**src/rtl/mem_port_arbiter.sv**
```systemverilog
// Single-port memory arbiter shared by the instruction fetch port and the
// load/store port. Each access takes LAT busy cycles plus one completion
// cycle, and the data port is capped at MAX_D back-to-back grants while
// fetch is waiting.
module mem_port_arbiter #(
  parameter int LAT   = 1,
  parameter int MAX_D = 4,
  parameter int AW    = 32,
  parameter int DW    = 32
) (
  input  logic          clk,
  input  logic          reset,
  // fetch port
  input  logic          if_req,
  input  logic [AW-1:0] if_adr,
  output logic [DW-1:0] if_rdata,
  output logic          if_done,
  output logic          IFstall,
  // load/store port
  input  logic          d_req,
  input  logic          d_we,
  input  logic [AW-1:0] d_adr,
  input  logic [DW-1:0] d_wdata,
  output logic [DW-1:0] d_rdata,
  output logic          d_done,
  output logic          Memstall,
  // memory side
  output logic          mem_en,
  output logic          mem_we,
  output logic [AW-1:0] mem_adr,
  output logic [DW-1:0] mem_wdata,
  input  logic [DW-1:0] mem_rdata,
  output logic          gnt_data
);

  localparam int CW = (LAT > 1) ? $clog2(LAT) : 1;
  localparam int SW = $clog2(MAX_D + 1);

  typedef enum logic [1:0] {
    IDLE   = 2'd0,
    BUSY_I = 2'd1,
    BUSY_D = 2'd2,
    DONE   = 2'd3
  } state_t;

  state_t          state_q, state_d;
  logic [CW-1:0]   cnt_q, cnt_d;
  logic [SW-1:0]   dstreak_q, dstreak_d;
  logic            acc_we_q, acc_we_d;
  logic [DW-1:0]   if_rdata_q, if_rdata_d;
  logic [DW-1:0]   d_rdata_q, d_rdata_d;
  logic            if_done_q, if_done_d;
  logic            d_done_q, d_done_d;
  logic            mem_en_q, mem_en_d;
  logic            mem_we_q, mem_we_d;
  logic [AW-1:0]   mem_adr_q, mem_adr_d;
  logic [DW-1:0]   mem_wdata_q, mem_wdata_d;
  logic            gnt_data_q, gnt_data_d;

  logic            grant_d;
  logic            grant_i;
  logic            streak_full;
  logic            cnt_zero;

  assign streak_full = (dstreak_q == SW'(MAX_D));
  assign cnt_zero    = (cnt_q == '0);

  // Arbitration: data wins a tie unless it has used up its streak budget.
  always_comb begin
    grant_d = 1'b0;
    grant_i = 1'b0;
    if (state_q == IDLE) begin
      if (d_req && !(if_req && streak_full)) begin
        grant_d = 1'b1;
      end else if (if_req) begin
        grant_i = 1'b1;
      end
    end
  end

  // Data streak: counts data grants that made fetch wait, saturating at MAX_D.
  always_comb begin
    dstreak_d = dstreak_q;
    if (grant_i) begin
      dstreak_d = '0;
    end else if (grant_d) begin
      if (!if_req) begin
        dstreak_d = '0;
      end else if (!streak_full) begin
        dstreak_d = dstreak_q + SW'(1);
      end
    end
  end

  // Access sequencing: grant, latency countdown, read capture and completion.
  always_comb begin
    state_d     = state_q;
    cnt_d       = cnt_q;
    acc_we_d    = acc_we_q;
    if_rdata_d  = if_rdata_q;
    d_rdata_d   = d_rdata_q;
    if_done_d   = 1'b0;
    d_done_d    = 1'b0;
    mem_en_d    = 1'b0;
    // write qualifiers are only meaningful alongside the single mem_en cycle
    mem_we_d    = 1'b0;
    mem_wdata_d = '0;
    mem_adr_d   = mem_adr_q;
    gnt_data_d  = gnt_data_q;

    case (state_q)
      IDLE: begin
        if (grant_d) begin
          state_d     = BUSY_D;
          cnt_d       = CW'(LAT - 1);
          acc_we_d    = d_we;
          mem_en_d    = 1'b1;
          mem_we_d    = d_we;
          mem_adr_d   = d_adr;
          mem_wdata_d = d_wdata;
          gnt_data_d  = 1'b1;
        end else if (grant_i) begin
          state_d     = BUSY_I;
          cnt_d       = CW'(LAT - 1);
          acc_we_d    = 1'b0;
          mem_en_d    = 1'b1;
          mem_adr_d   = if_adr;
        end
      end

      BUSY_I: begin
        if (cnt_zero) begin
          if_rdata_d = mem_rdata;
          if_done_d  = 1'b1;
          state_d    = DONE;
        end else begin
          cnt_d = cnt_q - CW'(1);
        end
      end

      BUSY_D: begin
        if (cnt_zero) begin
          // stores complete on the same schedule but leave d_rdata alone
          if (!acc_we_q) begin
            d_rdata_d = mem_rdata;
          end
          d_done_d   = 1'b1;
          gnt_data_d = 1'b0;
          state_d    = DONE;
        end else begin
          cnt_d = cnt_q - CW'(1);
        end
      end

      DONE: begin
        // requester refreshes its request here, so no grant is made this cycle
        state_d = IDLE;
      end

      default: begin
        state_d = IDLE;
      end
    endcase
  end

  // State and control registers.
  always_ff @(posedge clk) begin
    if (reset) begin
      state_q   <= IDLE;
      cnt_q     <= '0;
      dstreak_q <= '0;
      acc_we_q  <= 1'b0;
      if_done_q <= 1'b0;
      d_done_q  <= 1'b0;
      mem_en_q  <= 1'b0;
      gnt_data_q <= 1'b0;
    end else begin
      state_q   <= state_d;
      cnt_q     <= cnt_d;
      dstreak_q <= dstreak_d;
      acc_we_q  <= acc_we_d;
      if_done_q <= if_done_d;
      d_done_q  <= d_done_d;
      mem_en_q  <= mem_en_d;
      gnt_data_q <= gnt_data_d;
    end
  end

  // Address, write data and returned read data registers.
  always_ff @(posedge clk) begin
    if (reset) begin
      if_rdata_q  <= '0;
      d_rdata_q   <= '0;
      mem_we_q    <= 1'b0;
      mem_adr_q   <= '0;
      mem_wdata_q <= '0;
    end else begin
      if_rdata_q  <= if_rdata_d;
      d_rdata_q   <= d_rdata_d;
      mem_we_q    <= mem_we_d;
      mem_adr_q   <= mem_adr_d;
      mem_wdata_q <= mem_wdata_d;
    end
  end

  assign if_rdata  = if_rdata_q;
  assign if_done   = if_done_q;
  assign d_rdata   = d_rdata_q;
  assign d_done    = d_done_q;
  assign mem_en    = mem_en_q;
  assign mem_we    = mem_we_q;
  assign mem_adr   = mem_adr_q;
  assign mem_wdata = mem_wdata_q;
  assign gnt_data  = gnt_data_q;

  // Stalls follow the request directly and drop in the completion cycle.
  assign IFstall  = if_req & ~if_done_q;
  assign Memstall = d_req & ~d_done_q;

endmodule

```
**config.mk**
```make
export PLATFORM = sky130hd
export DESIGN_NAME = mem_port_arbiter
export DESIGN_NICKNAME = d
export VERILOG_FILES = /design/src/rtl/mem_port_arbiter.sv
export SDC_FILE = /design/constraint.sdc
export NUM_CORES = 1
export LEC_CHECK = 0
export BUFFER_PORTS_ARGS = -buffer_cell sky130_fd_sc_hd__buf_2
export CAP_MARGIN = 20
export CORE_MARGIN = 5
export CORE_UTILIZATION = 45
export CTS_CLUSTER_SIZE = 28
export DETAILED_ROUTE_END_ITERATION = 8
export GPL_ROUTABILITY_DRIVEN = 0
export PLACE_DENSITY = 0.8
export SETUP_SLACK_MARGIN = 0.4
export SLEW_MARGIN = 15
export SYNTH_ARGS = -nofsm -noshare
export SYNTH_HDL_FRONTEND = slang
export SYNTH_SLANG_ARGS = --single-unit
```
**constraint.sdc**
```tcl
create_clock -name clk -period 1.8 [get_ports clk]
set_input_delay 0.18 -clock clk [delete_from_list [all_inputs] [get_ports clk]]
set_output_delay 0.18 -clock clk [all_outputs]
set_load 0.05 [all_outputs]
```
Word level (Yosys, flattened, before mapping):

Index checks and enable logic that the tools add are counted.

* register bits after elaboration: 140
* output and inout bits: 135
* word-level logic and storage cells: 78

* add/sub/neg operators: 2
* equal/unequal tests: 9
* mux-type cells: 24
* bitwise gates (word level): 10
* reductions and logical operators: 20

Operators with widths (number)
* 32-bit two-way mux: 2
* 1-bit two-way mux: 14
* 2-bit AND reduction: 5
* 2-bit OR reduction: 5
* 2-bit inequality test (second input constant): 4
* 1-bit NOT: 8
* 2-bit two-way mux: 3
* 3-bit two-way mux: 2
* 2-bit one-hot mux with 3 select lines: 1
* 3-bit AND reduction: 2
* 2-bit nonzero test: 3
* 2-bit equality test (second input constant): 2
* 1-bit one-hot mux with 2 select lines: 2
* 3-bit by 1-bit adder with 3-bit output (second input constant): 1
* 3-bit equality test (second input constant): 1
* 3-bit inequality test (second input constant): 1
* 3-bit OR reduction: 1
* 1-bit bitwise AND: 2
* 2-bit by 1-bit equality test with 1-bit output (second input constant): 1
* 1-bit logical AND: 2
* 2-bit logical NOT: 1
* 1-bit logical NOT: 1
* 1-bit subtractor (second input constant): 1

Longest topological paths before layout:

* depth after elaboration: 9
* depth in mapped cells: 7

Worst setup path before layout:

OpenSTA, ideal clock, no wires.

* path kind: register to register
* start point: reg state_q[0]
* end point: reg mem_adr_q[23] (netlist: mem_adr[23])
* setup time: 0.091 ns
* arrival time: 1.401 ns
* setup slack: 0.308 ns
* cell stages (with the launch flop): 8
* buffers on the path: 2
* clock period less this slack: 1.492 ns
* path through: dfxtp_1 > inv_1 > ha_1 > buf_2 > nand2_1 > buf_2 > nand2_1 > a311oi_1

* cells in the longest elaborated chain, start to end: 4
* elaborated cells between the ends (all ways): 6
* those cells by class: 3 x mux; 3 x reduce/logical

Ends and longest elaborated chain
* from (decl): line 46 `state_t state_q, state_d;`
* from (signal assigned): line 178 `state_q <= state_d;`
* 2-bit logical NOT (*): line 72, 111
* 1-bit two-way mux: line 72 `if (state_q == IDLE) begin`
* 2-bit nonzero test (no source line)
* 2-bit AND reduction (no source line)
* to (signal assigned): line 201 `mem_adr_q <= mem_adr_d;`
* to (decl): line 56 `logic [AW-1:0] mem_adr_q, mem_adr_d;`

Every way passes the cells marked *; elsewhere a longest branch is shown, timed or not.
A chain may end at the register's enable or synchronous reset.

Final worst setup path:

* start point: reg dstreak_q[0]
* end point: reg mem_adr_q[14] (netlist: mem_adr[14])

* cells in the longest elaborated chain, start to end: 8
* elaborated cells between the ends (all ways): 11
* those cells by class: 1 x eq/ne; 5 x mux; 5 x reduce/logical

Ends and longest elaborated chain
* from (decl): line 48 `logic [SW-1:0] dstreak_q, dstreak_d;`
* from (signal assigned): line 180 `dstreak_q <= dstreak_d;`
* 3-bit equality test (*): line 65 `assign streak_full = (dstreak_q == SW'(MAX_D));`
* 1-bit logical AND (*): line 73 `if (d_req && !(if_req && streak_full)) begin`
* 1-bit logical NOT (*): line 73
* 1-bit logical AND (*): line 73
* 1-bit two-way mux: line 73
* 1-bit two-way mux: line 72
* 2-bit nonzero test (no source line)
* 2-bit AND reduction (no source line)

Marks and branches as above.

==> results.py <==
metrics = {
    "status": {
        "status": "complete, no violations",
    },
    "pwr": {
        "vdd_drop_max_mv": 0.9370,
        "power_density_nw_per_um2": 1512,
        "leakagePower_nw": 3.715,
    },
    "floorplan": {
        "die-area_um2": 13500,
        "ioPinCount": 268,
        "core_um2": 10940,
        "die_w_um": 116.2,
        "start_util_pct": 46.41,
        "rows": 38,
        "dieHeight_um": 116.2,
    },
    "sta": {
        "slew_viol_final": 0,
        "setup_viol_count_final": 0,
        "layout_worst_path_cycle_share_pct": 83.84,
        "worst_hold_slack_ps": 12.38,
        "min_period_ps": 1509,
        "hold_violations": 0,
        "max_slew_margin_pct": 73.46,
        "clock.fmax_mhz": 662.6,
        "skew_ps": 12.67,
        "tightest_slew_ps": 398.1,
        "setup-tns-final_ps": 0,
        "rsz0062_at_grt": "yes",
    },
    "logic_synthesis": {
        "ys_warn_count": 0,
        "ys_types": 33,
        "syn_inst": 557,
        "synth-seq-cells": 139,
        "syn_avg_cell_area_um2": 9.111,
        "syn-num-nets": 695,
        "yosysSeqAreaShare_pct": 54.83,
        "synth_area_um2": 5075,
    },
    "place": {
        "placed_cell_area_um2": 6548,
        "hpwl_um": 10710,
        "portBuffers": 267,
    },
    "setup_path": {
        "path_cells": "inv_2 > ha_4 > and3_4 > clkbuf_16 > nor3_1 > a311oi_2",
        "path_depth": 6,
        "r2r_cells": 6,
        "required_ps": 2080,
        "reg2reg_from": "dstreak_q[0]$_SDFFE_PP0P_",
        "r2r_end": "mem_adr[14]$_SDFFE_PP0P_",
        "critPathMaxStageDelay_ps": 350,
        "slowest_stage": "dfxtp_1",
        "cp-start-kind": "flop",
        "cp-end-kind": "flop",
        "cp-endpoint": "mem_adr[14]$_SDFFE_PP0P_",
        "cpLargestDelayFamily": "simple AND/OR/NAND/NOR gates",
        "worst-path-buf-inv": 2,
        "critical_path_class": "flop to flop",
        "rrSetupSlack_ps": 290,
        "worstSetupStartpoint": "dstreak_q[0]$_SDFFE_PP0P_",
        "worstPathMaxFanout": 7,
        "crit_arrival_ps": 1790,
    },
    "drt": {
        "drt_pass1_iterations": 5,
        "vias": 5179,
        "avgViaCountPerCell": 5.118,
        "wl_um": 17570,
        "drt-initial-drc-count": 387,
        "post_drt_wl_per_cell_um": 17.36,
        "detail-route-antenna-nets": 0,
        "drcViolationCount": 0,
    },
    "grt": {
        "track_usage_pct": 23.53,
        "grt_pass1_vias": 4984,
        "grt_max_degree": 83,
        "grt_pass1_wl_um": 24940,
        "antenna_found_initial": 0,
        "overflow": 0,
    },
    "clock_tree": {
        "cts_root_buf": "clkbuf_16",
        "cts.sinks": 139,
        "cts_made_buffers": 17,
        "clk_pin_slew_ps": 60,
        "htree_levels": 4,
        "clk_latency_ps": 410,
        "clock_path_buffers": 2,
        "cts_tree": "yes",
    },
    "run": {
        "drv_cap": 0,
    },
    "cells_and_area": {
        "drive_gt1_share_pct": 41.74,
        "antennaDiodeCount": 0,
        "fin_area_um2": 7993,
        "final_common_cell": "buf_2",
        "nFillCells": 778,
        "layout_common_cells": "266 x buf_2, 136 x dfxtp_1, 127 x nand2_1, 38 x a21oi_1, 35 x nor2_1",
        "fin_nets": 997,
        "area_growth_pct": 57.50,
    },
    "worst_hold_path": {
        "holdCritStartpoint": "mem_rdata[29]",
        "holdCritPathClass": "input port to flop",
    },
}
[repair_timing]
item | CTS | global route
hold buffers | 30 | 2
endpoints found under the setup margin | 70 | 102
endpoints found under the hold margin | 30 | 2
gates resized for setup | 31 | 25
setup buffers | 5 | 4
pin swaps | 3 | 11
cloned | 4 | 3
[per-layer routing]
metal / routed length [µm] / track usage [%] / vias to the layer above
met1: 6943 / 28.15 / 2400
met2: 8495 / 39.24 / 257
met5: 0 / 0 / -
met4: 393 / 8.353 / 0
met3: 1735 / 8.394 / 32
li1: - / - / 2490
[power breakdown]
| part | switching, mW | total, mW | internal [mW] |
|---|---|---|---|
| logic | 3.04 | 4.44 | 1.40 |
| registers | 0.228 | 3.79 | 3.56 |
| clock network | 1.28 | 3.85 | 2.57 |
[final cells by class]
class                   count  area [µm²]  area share (%)
flip-flops and latches    139        2786           34.86
clock buffers              22       474.2           5.933
clock inverters            10       187.7           2.348
multi-input cells         369        2258           28.26
inverters                   5       18.77          0.2348
well taps                 140       175.2           2.192
repair buffers            327        2092           26.17
[worst min path at each step]
| stage | depth (start not counted) | endpoint | slack (ps) |
|---|---|---|---|
| CTS | 2 | mem_we$_SDFF_PP0_ | 3 |
| global placement | 2 | mem_wdata[0]$_SDFF_PP0_ | 380 |
| global route | 2 | mem_we$_SDFF_PP0_ | 3 |
| finish | 3 | d_rdata[29]$_SDFFE_PP0P_ | 10 |
| detailed placement | 2 | mem_wdata[30]$_SDFF_PP0_ | 380 |
| floorplan | 1 | mem_wdata[0]$_SDFF_PP0_ | 300 |
[synthesized netlist by cell type (all sizes together)]
library cell	count	area, µm²
dfxtp	139	2783
nand2	132	498.0
a21oi	38	190.2
and2	35	219.0
nor2	35	131.4
nor3	34	181.4
mux2i	32	320.3
a311oi	31	271.5
buf	30	160.2
clkbuf	16	63.81
ha	5	62.56
inv	5	18.77
nor2b	4	25.02
nand2b	3	18.77
nand3	3	15.01
a211oi	2	15.01
o211ai	2	15.01
o21ai	2	10.01
a21bo	1	10.01
a21o	1	7.510
a2bb2oi	1	8.760
a31oi	1	6.260
a32oi	1	8.760
and3	1	11.26
nand4b	1	8.760
nor4	1	6.260
o221ai	1	8.760
[worst reg2reg max path: stages (launching register included)]
cell       delay, ps
dfxtp_1          350
inv_2             70
ha_4             180
and3_4           220
clkbuf_16        170
nor3_1           300
a311oi_2          90
[sequential cells by signal, indices dropped and copies added, names as in the netlist]
| name | flops |
|---|---|
| acc_we_q | 1 |
| d_done | 1 |
| d_rdata | 32 |
| dstreak_q | 3 |
| gnt_data | 1 |
| if_done | 1 |
| if_rdata | 32 |
| mem_adr | 32 |
| mem_en | 1 |
| mem_wdata | 32 |
| mem_we | 1 |
| state_q | 2 |
[cells by family (layout without fill, tap and decap cells)]
logic type / Yosys count / after routing / synth area share (%)
buffers and inverters: 51 / 364 / 4.783
adders and majority gates: 5 / 5 / 1.233
muxes: 32 / 32 / 6.312
and+or+nand+nor: 249 / 251 / 21.97
DFF: 139 / 139 / 54.83
AOI/OAI and AO/OA: 81 / 81 / 10.87
[through the flow]
step	setup slack, ps	utilization [%]	cells	power, mW
after floorplan	401.4	-	557	6.678
after global placement	5.895	59.87	932	7.677
after detailed placement	-34.48	59.87	932	7.705
after CTS	359.7	71.18	1003	11.91
after global routing	266.4	73.09	1012	12.57
final	290.8	73.09	1012	12.08
Note: power is estimated with default switching activity, not from simulation.
